File: config.mk
export PLATFORM = sky130hd
export DESIGN_NAME = uart_tx_fifo_flat
export DESIGN_NICKNAME = d
export VERILOG_FILES = /design/src/rtl/uart_tx_fifo_if.sv /design/src/rtl/uart_tx_fifo.sv /design/src/flat_wrapper.sv
export SDC_FILE = /design/constraint.sdc
export NUM_CORES = 1
export LEC_CHECK = 0
export BUFFER_PORTS_ARGS = -buffer_cell sky130_fd_sc_hd__buf_2
export CAP_MARGIN = 20
export CORE_MARGIN = 2
export CORE_UTILIZATION = 30
export CTS_CLUSTER_DIAMETER = 80
export DETAILED_ROUTE_END_ITERATION = 8
export RECOVER_POWER = 50
export SYNTH_ARGS = -nofsm -noshare
export SYNTH_HDL_FRONTEND = slang
export SYNTH_SLANG_ARGS = --single-unit
File: constraint.sdc
create_clock -name sourceClk -period 6.8 [get_ports sourceClk]
set_input_delay 0.68 -clock sourceClk [delete_from_list [all_inputs] [get_ports sourceClk]]
set_output_delay 0.68 -clock sourceClk [all_outputs]
set_load 0.01 [all_outputs]
File: src/rtl/uart_tx_fifo_if.sv
// Producer-side bundle for uart_tx_fifo: write port, frame configuration and
// status/serial outputs.
interface uart_tx_fifo_if #(
  parameter int DATA_BITS  = 8,
  parameter int FIFO_DEPTH = 4,
  parameter int DIV_WIDTH  = 16
);
  localparam int CNT_W = $clog2(FIFO_DEPTH) + 1;

  logic                 wr_en;
  logic [DATA_BITS-1:0] wr_data;
  logic [DIV_WIDTH-1:0] baud_div;
  logic [1:0]           parity_mode;
  logic                 two_stop;
  logic                 fifo_full;
  logic [CNT_W-1:0]     fifo_count;
  logic                 overflow;
  logic                 busy;
  logic                 tx_out;
  logic                 tx_complete;

  modport master (
    output wr_en, wr_data, baud_div, parity_mode, two_stop,
    input  fifo_full, fifo_count, overflow, busy, tx_out, tx_complete
  );

  modport slave (
    input  wr_en, wr_data, baud_div, parity_mode, two_stop,
    output fifo_full, fifo_count, overflow, busy, tx_out, tx_complete
  );
endinterface

File: src/rtl/uart_tx_fifo.sv
// UART transmitter fed by a small FIFO; frame format and baud divisor are
// captured per frame so frames stream back-to-back without idle gaps.
module uart_tx_fifo #(
  parameter int DATA_BITS  = 8,
  parameter int FIFO_DEPTH = 4,
  parameter int DIV_WIDTH  = 16
) (
  input  logic          sourceClk,
  input  logic          reset,
  uart_tx_fifo_if.slave bus
);
  localparam int PTR_W = $clog2(FIFO_DEPTH);
  localparam int CNT_W = PTR_W + 1;
  localparam int IDX_W = $clog2(DATA_BITS);

  typedef enum logic [2:0] {IDLE, START, DATA, PARITY, STOP} state_e;

  logic [DATA_BITS-1:0] mem_q [FIFO_DEPTH];
  logic [PTR_W-1:0]     wr_ptr_q, rd_ptr_q;
  logic [CNT_W-1:0]     count_q;
  logic                 overflow_q;
  logic                 push, pop, full, empty;
  logic [DATA_BITS-1:0] head;

  state_e               state_q, state_d;
  logic [DATA_BITS-1:0] shift_q, shift_d;
  logic [IDX_W-1:0]     bits_left_q, bits_left_d;
  logic [DIV_WIDTH-1:0] baud_cnt_q, baud_cnt_d;
  logic [DIV_WIDTH-1:0] div_q, div_d;
  logic                 par_en_q, par_en_d;
  logic                 par_bit_q, par_bit_d;
  logic                 two_stop_q, two_stop_d;
  logic                 stop_left_q, stop_left_d;
  logic                 tx_q, tx_d;
  logic                 bit_end, start_frame;

  assign full    = (count_q == CNT_W'(FIFO_DEPTH));
  assign empty   = (count_q == '0);
  assign push    = bus.wr_en && !full;
  assign head    = mem_q[rd_ptr_q];
  assign bit_end = (baud_cnt_q == '0);

  // Storage carries no reset; the count alone decides which entries are valid.
  always_ff @(posedge sourceClk) begin
    if (push) mem_q[wr_ptr_q] <= bus.wr_data;
  end

  always_ff @(posedge sourceClk or negedge reset) begin
    if (!reset) begin
      wr_ptr_q   <= '0;
      rd_ptr_q   <= '0;
      count_q    <= '0;
      overflow_q <= 1'b0;
    end else begin
      overflow_q <= bus.wr_en && full;
      if (push) wr_ptr_q <= wr_ptr_q + PTR_W'(1);
      if (pop)  rd_ptr_q <= rd_ptr_q + PTR_W'(1);
      case ({push, pop})
        2'b10:   count_q <= count_q + CNT_W'(1);
        2'b01:   count_q <= count_q - CNT_W'(1);
        default: count_q <= count_q;
      endcase
    end
  end

  always_ff @(posedge sourceClk or negedge reset) begin
    if (!reset) begin
      state_q     <= IDLE;
      shift_q     <= '0;
      bits_left_q <= '0;
      baud_cnt_q  <= '0;
      div_q       <= '0;
      par_en_q    <= 1'b0;
      par_bit_q   <= 1'b0;
      two_stop_q  <= 1'b0;
      stop_left_q <= 1'b0;
      tx_q        <= 1'b1;
    end else begin
      state_q     <= state_d;
      shift_q     <= shift_d;
      bits_left_q <= bits_left_d;
      baud_cnt_q  <= baud_cnt_d;
      div_q       <= div_d;
      par_en_q    <= par_en_d;
      par_bit_q   <= par_bit_d;
      two_stop_q  <= two_stop_d;
      stop_left_q <= stop_left_d;
      tx_q        <= tx_d;
    end
  end

  always_comb begin
    state_d     = state_q;
    shift_d     = shift_q;
    bits_left_d = bits_left_q;
    baud_cnt_d  = bit_end ? div_q : baud_cnt_q - DIV_WIDTH'(1);
    div_d       = div_q;
    par_en_d    = par_en_q;
    par_bit_d   = par_bit_q;
    two_stop_d  = two_stop_q;
    stop_left_d = stop_left_q;
    tx_d        = tx_q;
    start_frame = 1'b0;
    pop         = 1'b0;

    case (state_q)
      IDLE: begin
        tx_d = 1'b1;
        if (!empty) start_frame = 1'b1;
      end
      START: begin
        if (bit_end) begin
          tx_d        = shift_q[0];
          shift_d     = shift_q >> 1;
          bits_left_d = IDX_W'(DATA_BITS - 1);
          state_d     = DATA;
        end
      end
      DATA: begin
        if (bit_end) begin
          if (bits_left_q != '0) begin
            tx_d        = shift_q[0];
            shift_d     = shift_q >> 1;
            bits_left_d = bits_left_q - IDX_W'(1);
          end else if (par_en_q) begin
            tx_d    = par_bit_q;
            state_d = PARITY;
          end else begin
            tx_d        = 1'b1;
            stop_left_d = two_stop_q;
            state_d     = STOP;
          end
        end
      end
      PARITY: begin
        if (bit_end) begin
          tx_d        = 1'b1;
          stop_left_d = two_stop_q;
          state_d     = STOP;
        end
      end
      STOP: begin
        if (bit_end) begin
          if (stop_left_q)  stop_left_d = 1'b0;
          else if (!empty)  start_frame = 1'b1;
          else              state_d     = IDLE;
        end
      end
      default: begin
        tx_d    = 1'b1;
        state_d = IDLE;
      end
    endcase

    // Popping a word also snapshots the line format for the whole frame.
    if (start_frame) begin
      pop        = 1'b1;
      shift_d    = head;
      div_d      = bus.baud_div;
      baud_cnt_d = bus.baud_div;
      par_en_d   = (bus.parity_mode == 2'b01) || (bus.parity_mode == 2'b10);
      par_bit_d  = (^head) ^ (bus.parity_mode == 2'b10);
      two_stop_d = bus.two_stop;
      tx_d       = 1'b0;
      state_d    = START;
    end
  end

  always_comb begin
    bus.busy        = (state_q != IDLE);
    bus.tx_complete = (state_q == STOP) && bit_end && !stop_left_q;
  end

  assign bus.tx_out     = tx_q;
  assign bus.fifo_full  = full;
  assign bus.fifo_count = count_q;
  assign bus.overflow   = overflow_q;
endmodule
File: src/flat_wrapper.sv
// flat-port wrapper written by rule: the top's interface ports become plain ports
module uart_tx_fifo_flat 
#(
  parameter int DATA_BITS  = 8,
  parameter int FIFO_DEPTH = 4,
  parameter int DIV_WIDTH  = 16
)
  (sourceClk, reset, bus_wr_en, bus_wr_data, bus_baud_div, bus_parity_mode, bus_two_stop, bus_fifo_full, bus_fifo_count, bus_overflow, bus_busy, bus_tx_out, bus_tx_complete);
  uart_tx_fifo_if #(.DATA_BITS(DATA_BITS), .FIFO_DEPTH(FIFO_DEPTH), .DIV_WIDTH(DIV_WIDTH)) bus_i ();
  input  logic sourceClk;
  input  logic reset;
  input wire logic [$bits(bus_i.wr_en)-1:0] bus_wr_en;
  input wire logic [$bits(bus_i.wr_data)-1:0] bus_wr_data;
  input wire logic [$bits(bus_i.baud_div)-1:0] bus_baud_div;
  input wire logic [$bits(bus_i.parity_mode)-1:0] bus_parity_mode;
  input wire logic [$bits(bus_i.two_stop)-1:0] bus_two_stop;
  output wire logic [$bits(bus_i.fifo_full)-1:0] bus_fifo_full;
  output wire logic [$bits(bus_i.fifo_count)-1:0] bus_fifo_count;
  output wire logic [$bits(bus_i.overflow)-1:0] bus_overflow;
  output wire logic [$bits(bus_i.busy)-1:0] bus_busy;
  output wire logic [$bits(bus_i.tx_out)-1:0] bus_tx_out;
  output wire logic [$bits(bus_i.tx_complete)-1:0] bus_tx_complete;
  assign bus_i.wr_en = bus_wr_en;
  assign bus_i.wr_data = bus_wr_data;
  assign bus_i.baud_div = bus_baud_div;
  assign bus_i.parity_mode = bus_parity_mode;
  assign bus_i.two_stop = bus_two_stop;
  assign bus_fifo_full = bus_i.fifo_full;
  assign bus_fifo_count = bus_i.fifo_count;
  assign bus_overflow = bus_i.overflow;
  assign bus_busy = bus_i.busy;
  assign bus_tx_out = bus_i.tx_out;
  assign bus_tx_complete = bus_i.tx_complete;
  uart_tx_fifo #(.DATA_BITS(DATA_BITS), .FIFO_DEPTH(FIFO_DEPTH), .DIV_WIDTH(DIV_WIDTH)) u_core (.sourceClk(sourceClk), .reset(reset), .bus(bus_i));
endmodule
==> flow_summary.json, run 1 <==
{
  "synthMuxAreaShare_pct": 7.47,
  "syn_inst": 377,
  "yosysUniqueCellTypes": 53,
  "grtUsageMet1_pct": 16.2,
  "syn_area_per_cell_um2": 11.7,
  "grt_max_degree": 60,
  "cp-endpoint": "u_core.bus.fifo_count[2]",
  "synth-adder-area-share_pct": 3.01,
  "fin_area_mm2": 0.00501,
  "grt_busiest_layer": "met2",
  "cts_root_buf": "clkbuf_16",
  "rsz0062_at_grt": "false",
  "synth_edf_count": 32,
  "synth_area_leaders": "dfrtp_1, edfxtp_1, o21ai_0",
  "drt-total-wl_um": 9540,
  "rows": 44,
  "area_growth_pct": 13.8,
  "post-dp-hpwl_um": 6360,
  "antenna_cells": 0,
  "drv_slew": 60,
  "cp.arrival_ns": 4.66,
  "hold_violations": 0,
  "cts.sinks": 91,
  "tightest_slew_ns": 3.28,
  "synth_top_family_by_area": "compound AO/OA/AOI/OAI gates",
  "synthFlopType": "dfrtp_1",
  "sw_frac_of_total_pct": 36.2,
  "drtIter0Drc": 227,
  "drv_cap": 1,
  "yosysWarnings": 0,
  "max_freq_mhz": 228,
  "total_power_mw": 2.36,
  "final_nets": 445,
  "ys_ff_latch": 91,
  "die_area_mm2": 0.0157,
  "layout_commonest_cell": "dfrtp_1",
  "dpl_cell_area_mm2": 0.00472,
  "max_stage_delay_ns": 0.68,
  "finalSetupViolCount": 0,
  "cts_resized": 0,
  "drtPass1Iterations": 4,
  "min_period_over_period_pct": 64.6,
  "grt_overflow": 0,
  "r2r_end": "u_core.bus.fifo_count[2]",
  "setup_tns_ns": 0,
  "clkLatencyLatePin_ns": 0.34,
  "violations": "max-capacitance violations, max-slew violations",
  "clk_pin_slew_worst_paths_ns": 0.07,
  "path_max_fanout": 20,
  "worst-endpoint-required_ns": 7.07,
  "cp_cell_sequence": "inv_1, ha_1, or4b_1, or4_4, o21ai_2, nand2_1, inv_2, ha_1, inv_1, fa_1, xor2_1, nor2_1, xor2_1",
  "antenna_found_initial": 0,
  "comb_power_share_pct": 38.6,
  "synth_xor_xnor_area_share_pct": 4.29,
  "routabilityCongestion": 0.840,
  "drcViolationCount": 0,
  "cts_made_buffers": 9,
  "io_buffers": 37,
  "synth.net_count": 417,
  "cts_tree": "yes",
  "rrSetupSlack_ns": 2.41,
  "p_clk_share_pct": 21.3,
  "syn_area_mm2": 0.00440,
  "relSlewSlack_pct": -118,
  "core_area_mm2": 0.0144,
  "crit_type": "reg -> reg",
  "r2r_cells": 13,
  "io_pins": 38,
  "path_depth": 13,
  "period_needed_ns": 4.39,
  "layout_common_cells": "dfrtp_1, o21ai_0, edfxtp_1, buf_2, nor2_1",
  "grt_pass1_vias": 3130,
  "ant_nets": 0,
  "synth_top_area_cell": "dfrtp_1",
  "yosysSeqAreaShare_pct": 55.4,
  "internal-power_mw": 1.51,
  "synthArstFlopShare_pct": 64.8,
  "die_h_um": 125,
  "seqPwrFrac_pct": 40.1,
  "die_w_um": 125,
  "vias_per_cell": 5.10,
  "finalClockSkew_ns": 0.00691,
  "synth_top_area_share_pct": 33.0,
  "critPathCaptureType": "register",
  "synth_compound_area_share_pct": 13.2,
  "htreeDepth": 3,
  "crit_path_start_kind": "register",
  "power.leakage_nw": 2.05,
  "wl_per_cell_um": 16.1,
  "start_util_pct": 30.5,
  "netSwitchingPower_mw": 0.856,
  "post-cts-setup-buffers": 0,
  "worstSetupStartpoint": "u_core.baud_cnt_q[0]",
  "outcome": "finished, violations left",
  "use_met2_pct": 20.7,
  "peakVddDrop_mv": 0.213,
  "grtUsageMet3_pct": 3.55,
  "vias": 3031,
  "powerDensity_mw_per_mm2": 471,
  "grtUsageTotal_pct": 12.6,
  "crit_buf_inv": 3,
  "hold_class": "reg -> reg",
  "cts_max_path_buffers": 2,
  "reg2reg_from": "u_core.baud_cnt_q[0]",
  "cts_hold_buf": 0,
  "grt_pass1_wl_um": 15800,
  "drive_gt1_share_pct": 17.1,
  "slowest_stage": "or4_4",
  "synth-simple-area-share_pct": 13.0,
  "critPathTopFamily": "simple AND/OR/NAND/NOR gates"
}
==> how the worst min path moves through the flow <==
stage,start,slack [ns],depth (start not counted),end
final,u_core.div_q[1],0.51,1,u_core.div_q[1]
after global routing,u_core.shift_q[2],0.53,1,u_core.shift_q[2]
after floorplan,reset,0.38,0,u_core.baud_cnt_q[0]
after detailed placement,u_core.shift_q[2],0.50,1,u_core.shift_q[2]
after CTS,u_core.shift_q[2],0.51,1,u_core.shift_q[2]
after global placement,u_core.div_q[2],0.49,2,u_core.div_q[2]
==> cell families (layout without fill, tap and decap cells) <==
family                   Yosys count  after routing
XOR/XNOR                          20             20
buffers and inverters             36             69
multiplexers                      22             22
AO/OA/AOI/OAI                     89             89
AND/OR/NAND/NOR                  109            109
flip-flops                        91             91
adder cells (fa/ha/maj)           10             10
==> area by class of cell <==
type	instances	area [um2]
clock buffers	9	225
clock inverters	7	76.3
fillers	1428	9410
inverters	14	52.6
multi-input cells	250	1800
flip-flops and latches	91	2440
well taps	184	230
repair buffers	39	186
==> sequential cells by signal, indices dropped and copies added (netlist names), 3 cells and up <==
register / count
u_core.div_q: 16
u_core.bus.fifo_count: 3
u_core.baud_cnt_q: 16
u_core.state_q: 3
u_core.mem_q: 32
u_core.shift_q: 8
u_core.bits_left_q: 3
==> stage by stage <==
stage,utilization (%),cells,hold slack [ns],worst slack [ns]
6_report,34.7,594,0.511,2.41
5_1_grt,34.7,594,0.528,2.03
4_1_cts,34.8,594,0.514,2.39
3_5_place_dp,32.7,578,0.498,2.43
3_3_place_gp,32.7,578,0.494,2.56
2_1_floorplan,-,377,0.384,3.50
==> synth_stat cells, types with 2 or more instances <==
master	n
or4_1	2
a21oi_1	13
xnor2_1	9
or2_2	2
xor2_1	10
nor2_1	24
nand2b_1	4
buf_6	3
mux2i_1	7
nor2b_1	3
nor3_1	9
or4_4	2
mux2_2	7
nand2_1	22
nor4b_1	2
o31ai_1	4
o31a_1	2
o32a_1	8
nor3b_1	2
dfrtp_1	58
nand3_1	15
edfxtp_1	32
ha_1	9
and3_1	5
nor4_1	5
mux4_2	8
o21ai_0	42
o21a_1	2
o22a_1	9
o2bb2ai_1	2
clkbuf_1	15
inv_1	13
buf_2	2
or3_1	6
==> routing by layer <==
metal | part of all wire, % | vias up
met5 | 0 | -
met4 | 1.2 | 0
met3 | 4.7 | 11
met2 | 48 | 67
met1 | 46 | 1510
li1 | - | 1443
==> power by group through the flow <==
| stage | clock (mW) | sequential (mW) | combinational [mW] |
|---|---|---|---|
| floorplan | 0 | 0.888 | 0.758 |
| global placement | 0 | 0.945 | 0.898 |
| detailed placement | 0 | 0.955 | 0.916 |
| CTS | 0.518 | 0.947 | 0.923 |
| global route | 0.537 | 0.979 | 1.03 |
| finish | 0.504 | 0.946 | 0.912 |
Power figures use the tool's default switching activity.
==> run 2, diff against run 1 <==
clock period = 4 ns   (was 6.8 ns; I/O delays follow)
==> flow_summary.json, run 2 (synthesis results as in run 1) <==
{
  "outcome": "finished, violations left",
  "violations": "max-capacitance violations, max-slew violations",
  "cp_cell_sequence": "inv_1, ha_1, or4b_1, or4_4, o21ai_2, nand2_1, inv_2, ha_1, inv_1, fa_1, xor2_1, nor2_1, xor2_1",
  "cts_resized": 0,
  "finalSetupViolCount": 0,
  "total_power_mw": 4.04,
  "critPathCaptureType": "register",
  "cts_tree": "yes",
  "io_buffers": 37,
  "netSwitchingPower_mw": 1.46,
  "min_period_over_period_pct": 86.6,
  "vias_per_cell": 5.05,
  "grt_pass1_vias": 3044,
  "htreeDepth": 3,
  "clkLatencyLatePin_ns": 0.34,
  "fin_area_mm2": 0.00503,
  "drtIter0Drc": 316,
  "drive_gt1_share_pct": 16.7,
  "reg_top3": "u_core.mem_q: 32 flops, u_core.baud_cnt_q: 16 flops, u_core.div_q: 16 flops",
  "seqPwrFrac_pct": 39.7,
  "setup_tns_ns": 0,
  "layout_commonest_cell": "dfrtp_1",
  "regMostFlops": "u_core.mem_q",
  "power.leakage_nw": 2.05,
  "final_nets": 448,
  "drv_slew": 62,
  "clk_pin_slew_worst_paths_ns": 0.07,
  "path_max_fanout": 20,
  "placedCellCount": 580,
  "io_pins": 38,
  "cts.sinks": 91,
  "slowest_stage": "or4_4",
  "grtUsageTotal_pct": 12.3,
  "worst-endpoint-required_ns": 4.26,
  "rsz0062_at_grt": "false",
  "holdCritStartpoint": "bus_two_stop",
  "post-cts-setup-buffers": 0,
  "drcViolationCount": 0,
  "routabilityCongestion": 0.806,
  "reg2reg_from": "u_core.baud_cnt_q[0]",
  "crit_type": "reg -> reg",
  "comb_power_share_pct": 39.0,
  "grt_pass1_wl_um": 15500,
  "vias": 3015,
  "max_freq_mhz": 289,
  "relSlewSlack_pct": -16.5,
  "period_needed_ns": 3.47,
  "cts_root_buf": "clkbuf_16",
  "dpl_cell_area_mm2": 0.00474,
  "crit_path_start_kind": "register",
  "drv_cap": 2,
  "stdcell_count": 597,
  "worstSetupStartpoint": "u_core.baud_cnt_q[0]",
  "die_w_um": 125,
  "powerDensity_mw_per_mm2": 804,
  "antenna_cells": 0,
  "drtPass1Iterations": 4,
  "cts_max_path_buffers": 2,
  "antenna_found_initial": 0,
  "ant_nets": 0,
  "grt_overflow": 0,
  "core_area_mm2": 0.0144,
  "wl_per_cell_um": 15.8,
  "finalClockSkew_ns": 0.00552,
  "start_util_pct": 30.5,
  "sw_frac_of_total_pct": 36.0,
  "max_stage_delay_ns": 0.68,
  "die_h_um": 125,
  "post-dp-hpwl_um": 6460,
  "layout_common_cells": "dfrtp_1, o21ai_0, edfxtp_1, buf_2, nor2_1",
  "fill_cells": 1472,
  "cp.arrival_ns": 3.72,
  "p_clk_share_pct": 21.2,
  "rows": 44,
  "grt_max_degree": 33,
  "die_area_mm2": 0.0157,
  "peakVddDrop_mv": 0.313,
  "area_growth_pct": 14.3,
  "cts_hold_buf": 0,
  "hold_violations": 0,
  "internal-power_mw": 2.59,
  "drt-total-wl_um": 9400,
  "tightest_slew_ns": 1.75,
  "rrSetupSlack_ns": 0.53,
  "largest_reg_flops": 32,
  "whs_ns": 0.296,
  "hold_class": "in -> reg",
  "cts_made_buffers": 9
}
-- run 2: changes by cell type in the layout (fill, tap and decap cells not counted), sizes merged --
cell and change:
clkinvlp -1, inv +1, clkinv -1, clkbuf +4
-- run 2: power groups by stage --
stage	sequential (mW)	combinational (mW)	clock [mW]
global placement	1.61	1.54	0
CTS	1.61	1.59	0.876
detailed placement	1.62	1.58	0
finish	1.61	1.58	0.858
global route	1.65	1.78	0.909
floorplan	1.51	1.29	0
-- run 2: worst paths after layout --
path / end / depth (start not counted)
setup / recovery: u_core.bus.fifo_count[2] / 13
hold / removal: u_core.two_stop_q / 2
hold reg to reg: u_core.div_q[6] / 2
setup reg to reg: u_core.bus.fifo_count[2] / 13
max in group asynchronous: u_core.rd_ptr_q[0] / 2
min in group asynchronous: u_core.stop_left_q / 1
-- run 2: area by class of cell --
cell class | count | area [um2] | area share, %
timing repair buffer | 42 | 209 | 4.15
sequential | 91 | 2440 | 48.4
multi-input combinational | 250 | 1800 | 35.8
clock inverter | 6 | 72.6 | 1.44
inverter | 14 | 52.6 | 1.04
tap | 184 | 230 | 4.57
clock buffer | 10 | 229 | 4.55
-- run 2: critical path, delay by kind of cell, from the launching register on --
kind	cells	cell delay, ns
compound gates	1	0.18
xor+xnor	2	0.31
fa+ha+maj	3	0.75
buf+inv	3	0.24
flops	1	0.40
simple gates	4	1.49
-- run 2: metal layers --
metal	vias up	GRT usage, %	wire length [um]
met1	1476	16.3	4370
met4	0	3.66	123
met2	76	20.0	4520
met3	13	3.08	388
li1	1450	-	-
met5	-	0	0
-- run 2: metrics by stage --
stage | setup slack, ns | utilization, %
4_1_cts | 0.506 | 34.9
2_1_floorplan | 0.700 | -
5_1_grt | 0.308 | 34.9
6_report | 0.535 | 34.9
3_3_place_gp | 0.667 | 32.9
3_5_place_dp | 0.520 | 32.9
